===== config.mk =====
export PLATFORM = sky130hd
export DESIGN_NAME = keypad_scanner
export DESIGN_NICKNAME = d
export VERILOG_FILES = /design/src/rtl/keypad_scanner.sv
export SDC_FILE = /design/constraint.sdc
export NUM_CORES = 1
export LEC_CHECK = 0
export BUFFER_PORTS_ARGS = -buffer_cell sky130_fd_sc_hd__buf_2
export CORE_UTILIZATION = 50
export DETAILED_ROUTE_END_ITERATION = 10
export PLACE_DENSITY = 0.68
export SYNTH_ARGS = -nofsm -noshare
export SYNTH_HDL_FRONTEND = slang
export SYNTH_SLANG_ARGS = --single-unit

===== constraint.sdc =====
create_clock -name clk -period 3.6 [get_ports clk]
set_input_delay 0.54 -clock clk [delete_from_list [all_inputs] [get_ports clk]]
set_output_delay 0.54 -clock clk [all_outputs]
set_load 0.005 [all_outputs]

===== src/rtl/keypad_scanner.sv =====
// keypad_scanner: column-strobed matrix keypad scan, frame debounce, mapped press events and held-key bitmap
module keypad_scanner #(
    parameter int ROWS = 4,
    parameter int COLS = 4,
    parameter int CODE_W = 4,
    parameter int SCAN_DIV = 100000,
    parameter int DEB_FRAMES = 4,
    parameter logic [ROWS*COLS*CODE_W-1:0] MAP = 64'hDCBA_E963_0852_F741
) (
    input  logic                 clk,
    input  logic                 rst,
    input  logic [ROWS-1:0]      row_n,
    output logic [COLS-1:0]      col_n,
    output logic                 key_valid,
    input  logic                 key_ready,
    output logic [CODE_W-1:0]    key_code,
    output logic [ROWS*COLS-1:0] key_state,
    output logic                 key_any
);
    localparam int N = ROWS * COLS;
    localparam int DW = SCAN_DIV > 1 ? $clog2(SCAN_DIV) : 1;
    localparam int CW = COLS > 1 ? $clog2(COLS) : 1;
    localparam int SW = $clog2(DEB_FRAMES + 1);

    logic [ROWS-1:0]   meta_q, meta_d, sync_q, sync_d;
    logic [DW-1:0]     div_q, div_d;
    logic [CW-1:0]     col_q, col_d;
    logic [N-1:0]      snap_q, snap_d, prev_q, prev_d, stable_q, stable_d;
    logic [N-1:0]      pend_q, pend_d, state_q, state_d, lowest, rise;
    logic [SW-1:0]     cnt_q, cnt_d;
    logic              valid_q, valid_d, any_q, any_d, div_tc, frame_end, load, take;
    logic [CODE_W-1:0] code_q, code_d, code_sel;

    // Row synchroniser, column dwell/advance and per-column snapshot capture
    always_comb begin
        meta_d = ~row_n;
        sync_d = meta_q;
        div_tc = div_q == DW'(SCAN_DIV - 1);
        div_d = div_tc ? '0 : div_q + 1'b1;
        col_d = div_tc ? (col_q == CW'(COLS - 1) ? '0 : col_q + 1'b1) : col_q;
        frame_end = div_tc && col_q == CW'(COLS - 1);
        snap_d = snap_q;
        for (int c = 0; c < COLS; c++)
            if (div_tc && col_q == CW'(c)) snap_d[c*ROWS +: ROWS] = sync_q;
    end

    // Whole-frame debounce: count identical consecutive frames and load the stable matrix once enough agree
    always_comb begin
        prev_d = frame_end ? snap_d : prev_q;
        cnt_d = cnt_q;
        if (frame_end)
            cnt_d = snap_d != prev_q ? SW'(1) : (cnt_q == SW'(DEB_FRAMES) ? cnt_q : cnt_q + 1'b1);
        load = frame_end && cnt_d == SW'(DEB_FRAMES);
        stable_d = load ? snap_d : stable_q;
        rise = load ? snap_d & ~stable_q : '0;
    end

    // Press events: lowest pending physical index is presented whenever the output slot is free or just accepted
    always_comb begin
        lowest = pend_q & (~pend_q + 1'b1);
        code_sel = '0;
        for (int i = 0; i < N; i++)
            if (lowest[i]) code_sel = MAP[CODE_W*i +: CODE_W];
        take = (!valid_q || key_ready) && pend_q != '0;
        valid_d = take || (valid_q && !key_ready);
        code_d = take ? code_sel : code_q;
        pend_d = (pend_q | rise) & ~(take ? lowest : '0);
    end

    // Held-key bitmap reordered into logical-code positions
    always_comb begin
        state_d = '0;
        for (int i = 0; i < N; i++)
            for (int j = 0; j < N; j++)
                if (MAP[CODE_W*i +: CODE_W] == CODE_W'(j)) state_d[j] = stable_q[i];
        any_d = |state_d;
    end

    // State registers with synchronous reset
    always_ff @(posedge clk) begin
        if (rst) begin
            meta_q <= '0;
            sync_q <= '0;
            div_q <= '0;
            col_q <= '0;
            snap_q <= '0;
            prev_q <= '0;
            cnt_q <= '0;
            stable_q <= '0;
            pend_q <= '0;
            valid_q <= 1'b0;
            code_q <= '0;
            state_q <= '0;
            any_q <= 1'b0;
        end else begin
            meta_q <= meta_d;
            sync_q <= sync_d;
            div_q <= div_d;
            col_q <= col_d;
            snap_q <= snap_d;
            prev_q <= prev_d;
            cnt_q <= cnt_d;
            stable_q <= stable_d;
            pend_q <= pend_d;
            valid_q <= valid_d;
            code_q <= code_d;
            state_q <= state_d;
            any_q <= any_d;
        end
    end

    assign col_n = ~(COLS'(1) << col_q);
    assign key_valid = valid_q;
    assign key_code = code_q;
    assign key_state = state_q;
    assign key_any = any_q;
endmodule


==> flow_summary.toml, run 1 <==
[timing]
hold_viol_final = 0
slew_viol_final = 0
relSlewSlack_pct = 57.48
tns_ps = 0
min_period_over_period_pct = 92.38
setup_viol = 0
skew_ps = 6.814
grt_setup_unrepaired = "false"
fin_crit_ps = 3326
max_freq_ghz = 0.3007
fin_ws_ps = 274.5
tightest_slew_ps = 637.1

[global_routing]
grt_usage_pct = 25.24
grt_pass1_vias = 3785
grt_max_degree = 75
grt_antenna_before_repair = 0
grt_first_pass_wirelength_um = 19620
grt-ovfl-total = 0

[clock_network]
cts_htree_levels = 4
clock_path_buffers = 2
postCtsSetupBuffers = 0
root_buffer = "clkbuf_8"
clk_pin_slew_ps = 60
cts_resized = 0
cts_tree = "yes"
insertion_delay_ps = 510
cts_hold_buf = 0
cts_buffers = 17
clock-sinks = 116

[floorplan]
coreArea_sq_um = 9729
row_count = 36
initial_utilization_pct = 51.53
die_w_um = 102.1
ios = 33
dieArea_sq_um = 10430
die_h_um = 102.1

[placement]
portBuffers = 32
dpl_cell_area_sq_um = 5314
dpl.hpwl_um = 8756
pre_cts_slack_ps = 309.3
gp_congestion = 0.9170
place_inst = 693

[cells_and_area]
drive_above_1_share_pct = 16.89
regArea_sq_um = 2322
areaGrowthSynthToFinish_pct = 17.39
design_area_sq_um = 5886
fillers = 871
nets = 593
antenna_cells = 0
multi_input_area_sq_um = 2484
fin_cells = 725

[yosys]
synth_cells = 543
yosysWarnings = 0
synth-edff-count = 0
synth_area_leaders = "dfxtp_1 (46%), nor2_1 (4.6%), mux2_2 (3.4%)"
async_reset_ff_share_pct = 0
avgSynthCellArea_sq_um = 9.233
synth_commonest_cells = "dfxtp_1 (116), nor2_1 (62), nand2_1 (31)"
yosysTopAreaCell = "dfxtp_1"
yosysTopAreaCellShare_pct = 46.32
synth.most_common_cell = "dfxtp_1"
dominantRegCellSynth = "dfxtp_1"
yosys_register_bits = 116
syn-cell-area_sq_um = 5014
synth_nets = 557
synth_cell_types = 66
ys_seq_area_share_pct = 46.32

[setup_path]
crit_arrival_ps = 3750
start_kind = "flip-flop"
reg2regPathDepth = 9
r2r-start = "pend_q[1]$_SDFF_PP0_"
r2r_end = "pend_q[3]$_SDFF_PP0_"
rrSetupSlack_ps = 270
crit_type = "flip-flop to flip-flop"
crit_required_ps = 4020
cp_max_fo = 13
cp-end-kind = "flip-flop"

[power_and_ir_drop]
p_per_area_nw_per_um2 = 502.0
peakVddDrop_mv = 0.3277
p_leak_uw = 0.002249

[detailed_routing]
wl_per_cell_um = 17.07
firstDrtPassIters = 5
postRouteAntennaNets = 0
drc_errors = 0
drt_iter0_markers = 273
wl_um = 12370
viasPerCell = 5.746
vias = 4166

[min_path]
hold_path.class = "input port to flip-flop"
min_from = "row_n[2]"
min_to = "meta_q[2]$_SDFF_PP0_"
hold_depth = 2

[run_status]
status = "complete, no violations"

[flow_run]
maxCapViolCount = 0
[area by class of cell]
cell class / instances / area share (%)
clock buffer: 25 / 8.057
clock inverter: 7 / 1.658
inverter: 25 / 1.594
multi-input combinational: 377 / 42.20
sequential: 116 / 39.46
tap: 133 / 2.827
timing repair buffer: 42 / 4.209
[where the power goes]
part	total, uW	switching, uW	internal (uW)
Combinational	41.0	29.1	12.0
Sequential	1300	7.10	1290
Clock	1610	574	1040
[metal layers]
layer,track usage (%),up-vias,share of wire (%)
met5,0,-,0
met4,10.55,0,2.0
met3,5.882,20,5.9
met2,39.91,152,47
met1,33.16,1963,45
li1,-,2031,-
[per-stage QoR]
stage / hold WS [ps] / total power [uW] / util, %
2_1_floorplan: 413.8 / 1352 / -
3_3_place_gp: 421.0 / 1366 / 54.62
3_5_place_dp: 427.8 / 1367 / 54.62
4_1_cts: 159.1 / 2976 / 60.49
5_1_grt: 167.6 / 3051 / 60.49
6_report: 182.4 / 2954 / 60.49
[worst max-delay path by stage]
stage / from / endpoint / depth (start not counted)
after floorplan: div_q[0]$_SDFF_PP0_ / stable_q[8]$_SDFFE_PP0P_ / 12
after global placement: pend_q[1]$_SDFF_PP0_ / pend_q[3]$_SDFF_PP0_ / 9
after detailed placement: pend_q[1]$_SDFF_PP0_ / pend_q[3]$_SDFF_PP0_ / 9
after CTS: pend_q[1]$_SDFF_PP0_ / pend_q[3]$_SDFF_PP0_ / 9
after global routing: pend_q[1]$_SDFF_PP0_ / pend_q[3]$_SDFF_PP0_ / 9
final: pend_q[1]$_SDFF_PP0_ / pend_q[3]$_SDFF_PP0_ / 9
[cell usage in the layout (no fill, tap or decap), types with 6 or more instances in the layout]
master / instances
nor2_1: 61
xnor2_1: 11
a211oi_1: 15
ha_1: 7
o211ai_1: 9
buf_2: 32
nand3_1: 20
a21oi_1: 27
clkbuf_16: 16
or4_1: 17
nor2b_1: 22
nand4_1: 6
nor3_1: 13
inv_1: 24
nand2_1: 31
buf_4: 9
nand2b_1: 6
dfxtp_1: 116
o21ai_0: 21
mux2i_1: 6
and3_1: 6
o311ai_0: 6
mux2_2: 15
xor2_1: 15
[critical path, stage by stage (launching register included)]
cell	delay (ps)
dfxtp_1	380
or4_4	590
or4b_1	650
or4_4	510
nor3_4	200
nand2b_2	120
o31ai_4	260
buf_4	250
nor4_1	70
o32ai_1	210
[cell families (layout without fill, tap and decap cells)]
kind of cell	count (synthesis)	count (layout)	synth area share [%]
and+or+nand+nor	215	215	23.71
adders and majority gates	7	7	1.747
DFF	116	116	46.32
xor gates and xnor gates	26	26	4.542
buffers and inverters	50	99	4.192
AOI/OAI and AO/OA	107	107	14.70
muxes	22	22	4.792
[flip-flops by register name, indices dropped and copies added, names as in the netlist]
name,cells
key_valid,1
prev_q,16
col_q,2
stable_q,16
pend_q,16
meta_q,4
snap_q,16
key_code,4
div_q,17
sync_q,4
cnt_q,3
key_any,1
key_state,16
Note: power is estimated with default switching activity, not from simulation.
==> run 2: changes to the inputs <==
Settings changed: CORE_UTILIZATION 50 to 55, HOLD_SLACK_MARGIN from default to 0.08, PLACE_DENSITY 0.68 to 0.73.
==> flow_summary.toml, run 2 (same netlist as run 1, synthesis figures left out) <==
[floorplan]
die_w_um = 97.48
row_count = 34
initial_utilization_pct = 57.21
coreArea_sq_um = 8763
ios = 33
die_h_um = 97.48
dieArea_sq_um = 9501

[placement]
pre_cts_slack_ps = 324.3
gp_congestion = 0.9386
dpl.hpwl_um = 8549
portBuffers = 32

[setup_path]
cpPeakStageDelay_ps = 650
start_kind = "flip-flop"
crit_type = "flip-flop to flip-flop"
critical_path_cell_count = 9
cp_max_fo = 13
rrSetupSlack_ps = 250
reg2regPathDepth = 9
critPathBufInv = 1
cp-end-kind = "flip-flop"
crit_chain = "or4_4 -> or4b_1 -> or4_4 -> nor3_4 -> nand2b_2 -> o31ai_4 -> buf_12 -> nor4_1 -> o32ai_1"
slowest_stage = "or4b_1"
crit_top_cell = "or4_4"
crit_family = "simple AND/OR/NAND/NOR gates"
crit_arrival_ps = 3770
crit_required_ps = 4020

[cells_and_area]
areaGrowthSynthToFinish_pct = 17.32
antenna_cells = 0
top_register = "div_q"
largest_register_ffs = 17
nets = 594
final_common_cell = "dfxtp_1"
drive_above_1_share_pct = 17.88
fin_util_pct = 67.12
most-common-layout-cells = "dfxtp_1 (116), nor2_1 (61), buf_2 (32)"

[timing]
tightest_slew_ps = 561.7
grt_setup_unrepaired = "false"
hold_viol_final = 0
skew_ps = 9.372
slew_viol_final = 0
fin_crit_ps = 3346
min_period_over_period_pct = 92.95
relSlewSlack_pct = 62.32
holdWs_ps = 176.2
tns_ps = 0
fin_ws_ps = 253.9
setup_viol = 0
max_freq_ghz = 0.2989

[min_path]
hold_path.class = "input port to flip-flop"
hold_depth = 2

[detailed_routing]
vias = 4226
drt_iter0_markers = 237
postRouteAntennaNets = 0
viasPerCell = 6.029
wl_um = 12400
wl_per_cell_um = 17.69
firstDrtPassIters = 5
drc_errors = 0

[global_routing]
grt-ovfl-total = 0
grt_max_degree = 72
grt_pass1_vias = 4222
grt_first_pass_wirelength_um = 20510
grt_usage_pct = 27.28
grt_antenna_before_repair = 0

[clock_network]
clock-sinks = 116
cts_resized = 0
clk_pin_slew_ps = 60
root_buffer = "clkbuf_8"
postCtsSetupBuffers = 0
insertion_delay_ps = 510
cts_tree = "yes"
cts_buffers = 17
cts_htree_levels = 4
cts_hold_buf = 0
clock_path_buffers = 2

[power_and_ir_drop]
p_per_area_nw_per_um2 = 503.8
p_total_uw = 2964
peakVddDrop_mv = 0.3186
p_leak_uw = 0.002258

[run_status]
status = "complete, no violations"

[flow_run]
maxCapViolCount = 0
[run 2: cell count changes in the layout (fill, tap and decap cells not counted)]
cell	change
buf_12	+1
clkbuf_1	-5
clkbuf_8	-2
clkinv_2	+1
clkinvlp_4	+3
inv_6	+3
[run 2: routing by layer]
metal	vias to the layer above	track usage, %	share of wire (%)
met5	-	0	0
li1	2026	-	-
met3	32	6.978	5.0
met4	0	11.20	2.8
met1	2042	34.53	44
met2	126	44.27	48
[run 2: cell type report]
cell class,instances,area (sq um)
Timing Repair Buffer,43,267.8
Fill cell,696,2882
Clock inverter,14,151.4
Clock buffer,18,427.9
Tap cell,108,135.1
Multi-Input combinational cell,377,2484
Sequential cell,116,2322
Inverter,25,93.84
[run 2: stage by stage]
stage,instance area (sq um),std cells
floorplan,5014,543
global placement,5303,669
detailed placement,5303,669
CTS,5882,701
global route,5882,701
finish,5882,701
[run 2: power breakdown]
group          total [uW]  internal, uW  switching (uW)
Clock                1620          1010             617
Sequential           1300          1290            7.26
Combinational        41.0          12.1            28.9
[run 2: final timing paths]
| kind | from | end |
|---|---|---|
| max | pend_q[1]$_SDFF_PP0_ | pend_q[3]$_SDFF_PP0_ |
| min | row_n[3] | meta_q[3]$_SDFF_PP0_ |
| max reg2reg | pend_q[1]$_SDFF_PP0_ | pend_q[3]$_SDFF_PP0_ |
| min reg2reg | meta_q[2]$_SDFF_PP0_ | sync_q[2]$_SDFF_PP0_ |
==> run 3: changes to the inputs <==
Settings changed: PLACE_DENSITY 0.73 to 0.75.
==> flow_summary.toml, run 3 (same netlist as run 1, synthesis figures left out) <==
[clock_network]
root_buffer = "clkbuf_8"
cts_tree = "yes"
cts_resized = 0
cts_buffers = 17
clock-sinks = 116
cts_hold_buf = 0
cts_htree_levels = 4
insertion_delay_ps = 520
postCtsSetupBuffers = 0
clock_path_buffers = 2
clk_pin_slew_ps = 60

[detailed_routing]
drc_errors = 0
drt_iter0_markers = 327
wl_per_cell_um = 17.42
firstDrtPassIters = 5
vias = 4264
postRouteAntennaNets = 0
viasPerCell = 6.083
wl_um = 12210

[timing]
slew_viol_final = 0
skew_ps = 8.341
hold_viol_final = 0
tns_ps = 0
max_freq_ghz = 0.3014
min_period_over_period_pct = 92.15
grt_setup_unrepaired = "false"
relSlewSlack_pct = 51.88
setup_viol = 0
fin_crit_ps = 3317
tightest_slew_ps = 721.9

[cells_and_area]
top_register = "div_q"
areaGrowthSynthToFinish_pct = 16.42
drive_above_1_share_pct = 17.88
antenna_cells = 0
nets = 595
largest_register_ffs = 17
most-common-layout-cells = "dfxtp_1 (116), nor2_1 (61), buf_2 (32)"
final_common_cell = "dfxtp_1"

[placement]
gp_congestion = 0.9648
portBuffers = 32
dpl.hpwl_um = 8582

[flow_run]
maxCapViolCount = 0

[global_routing]
grt_first_pass_wirelength_um = 20240
grt_antenna_before_repair = 0
grt_pass1_vias = 4080
grt-ovfl-total = 0
grt_max_degree = 43
grt_usage_pct = 26.89

[floorplan]
die_w_um = 97.48
ios = 33
dieArea_sq_um = 9501
coreArea_sq_um = 8763
row_count = 34
initial_utilization_pct = 57.21
die_h_um = 97.48

[setup_path]
start_kind = "flip-flop"
cp_max_fo = 15
cpPeakStageDelay_ps = 650
slowest_stage = "or4b_1"
cp-end-kind = "flip-flop"
crit_top_cell = "or4_4"
crit_required_ps = 4030
cp-startpoint = "pend_q[1]$_SDFF_PP0_"
crit_arrival_ps = 3740
r2r-start = "pend_q[1]$_SDFF_PP0_"
crit_type = "flip-flop to flip-flop"
crit_chain = "or4_4 -> or4b_1 -> or4_4 -> nor3_4 -> nand2b_2 -> o31ai_4 -> buf_4 -> nor4_1 -> o32ai_1"

[power_and_ir_drop]
peakVddDrop_mv = 0.3083
p_per_area_nw_per_um2 = 495.9
p_leak_uw = 0.002234
p_total_uw = 2895

[run_status]
status = "complete, no violations"

[min_path]
hold_path.class = "input port to flip-flop"
min_from = "row_n[0]"
-- run 3: changes by cell type in the layout (fill, tap and decap cells not counted) --
cell | previous run | this run
buf_12 | 2 | 0
buf_4 | 9 | 12
bufinv_16 | 2 | 1
clkinv_2 | 2 | 1
clkinv_4 | 2 | 1
clkinvlp_4 | 5 | 6
inv_6 | 3 | 4
-- run 3: through the flow --
stage / worst slack, ps / area [sq um] / utilization [%] / std cells / hold WS [ps]
detailed placement: 352.9 / 5285 / 60.31 / 670 / 427.9
CTS: 319.4 / 5837 / 66.60 / 701 / 160.8
floorplan: 523.0 / 5014 / - / 543 / 413.8
global route: 124.0 / 5837 / 66.60 / 701 / 162.5
global placement: 442.3 / 5285 / 60.31 / 670 / 424.1
finish: 282.6 / 5837 / 66.60 / 701 / 172.7
-- run 3: area by class of cell --
class                   instances  area (sq um)
multi-input cells             377          2484
clock buffers                  18         427.9
inverters                      25         93.84
clock inverters                13         123.9
well taps                     108         135.1
repair buffers                 44         250.2
flip-flops and latches        116          2322
fillers                       706          2927
-- run 3: critical path, delay by kind of cell, from the launching register on --
family	cells	cell delay (ps)
AND/OR/NAND/NOR	6	2170
buffers and inverters	1	250
AO/OA/AOI/OAI	2	430
flip-flops	1	390
-- run 3: report_power, final --
group          internal [uW]  switching (uW)  leakage, uW
sequential              1290            7.10     0.000936
clock                    935             619     0.000253
combinational           12.8            29.4      0.00105
-- run 3: path summary, 6_finish.rpt --
path	slack [ps]	depth (start not counted)	endpoint
min	170	2	meta_q[0]$_SDFF_PP0_
max reg2reg	280	9	pend_q[3]$_SDFF_PP0_
min reg2reg	450	1	sync_q[3]$_SDFF_PP0_
max	280	9	pend_q[3]$_SDFF_PP0_
-- run 3: per-layer routing --
| layer | global-route usage, % | vias to the layer above | share of wire (%) |
|---|---|---|---|
| met1 | 35.50 | 2003 | 44 |
| met2 | 41.85 | 188 | 46 |
| met4 | 11.65 | 0 | 2.8 |
| li1 | - | 2036 | - |
| met5 | 0 | - | 0 |
| met3 | 6.547 | 37 | 6.9 |
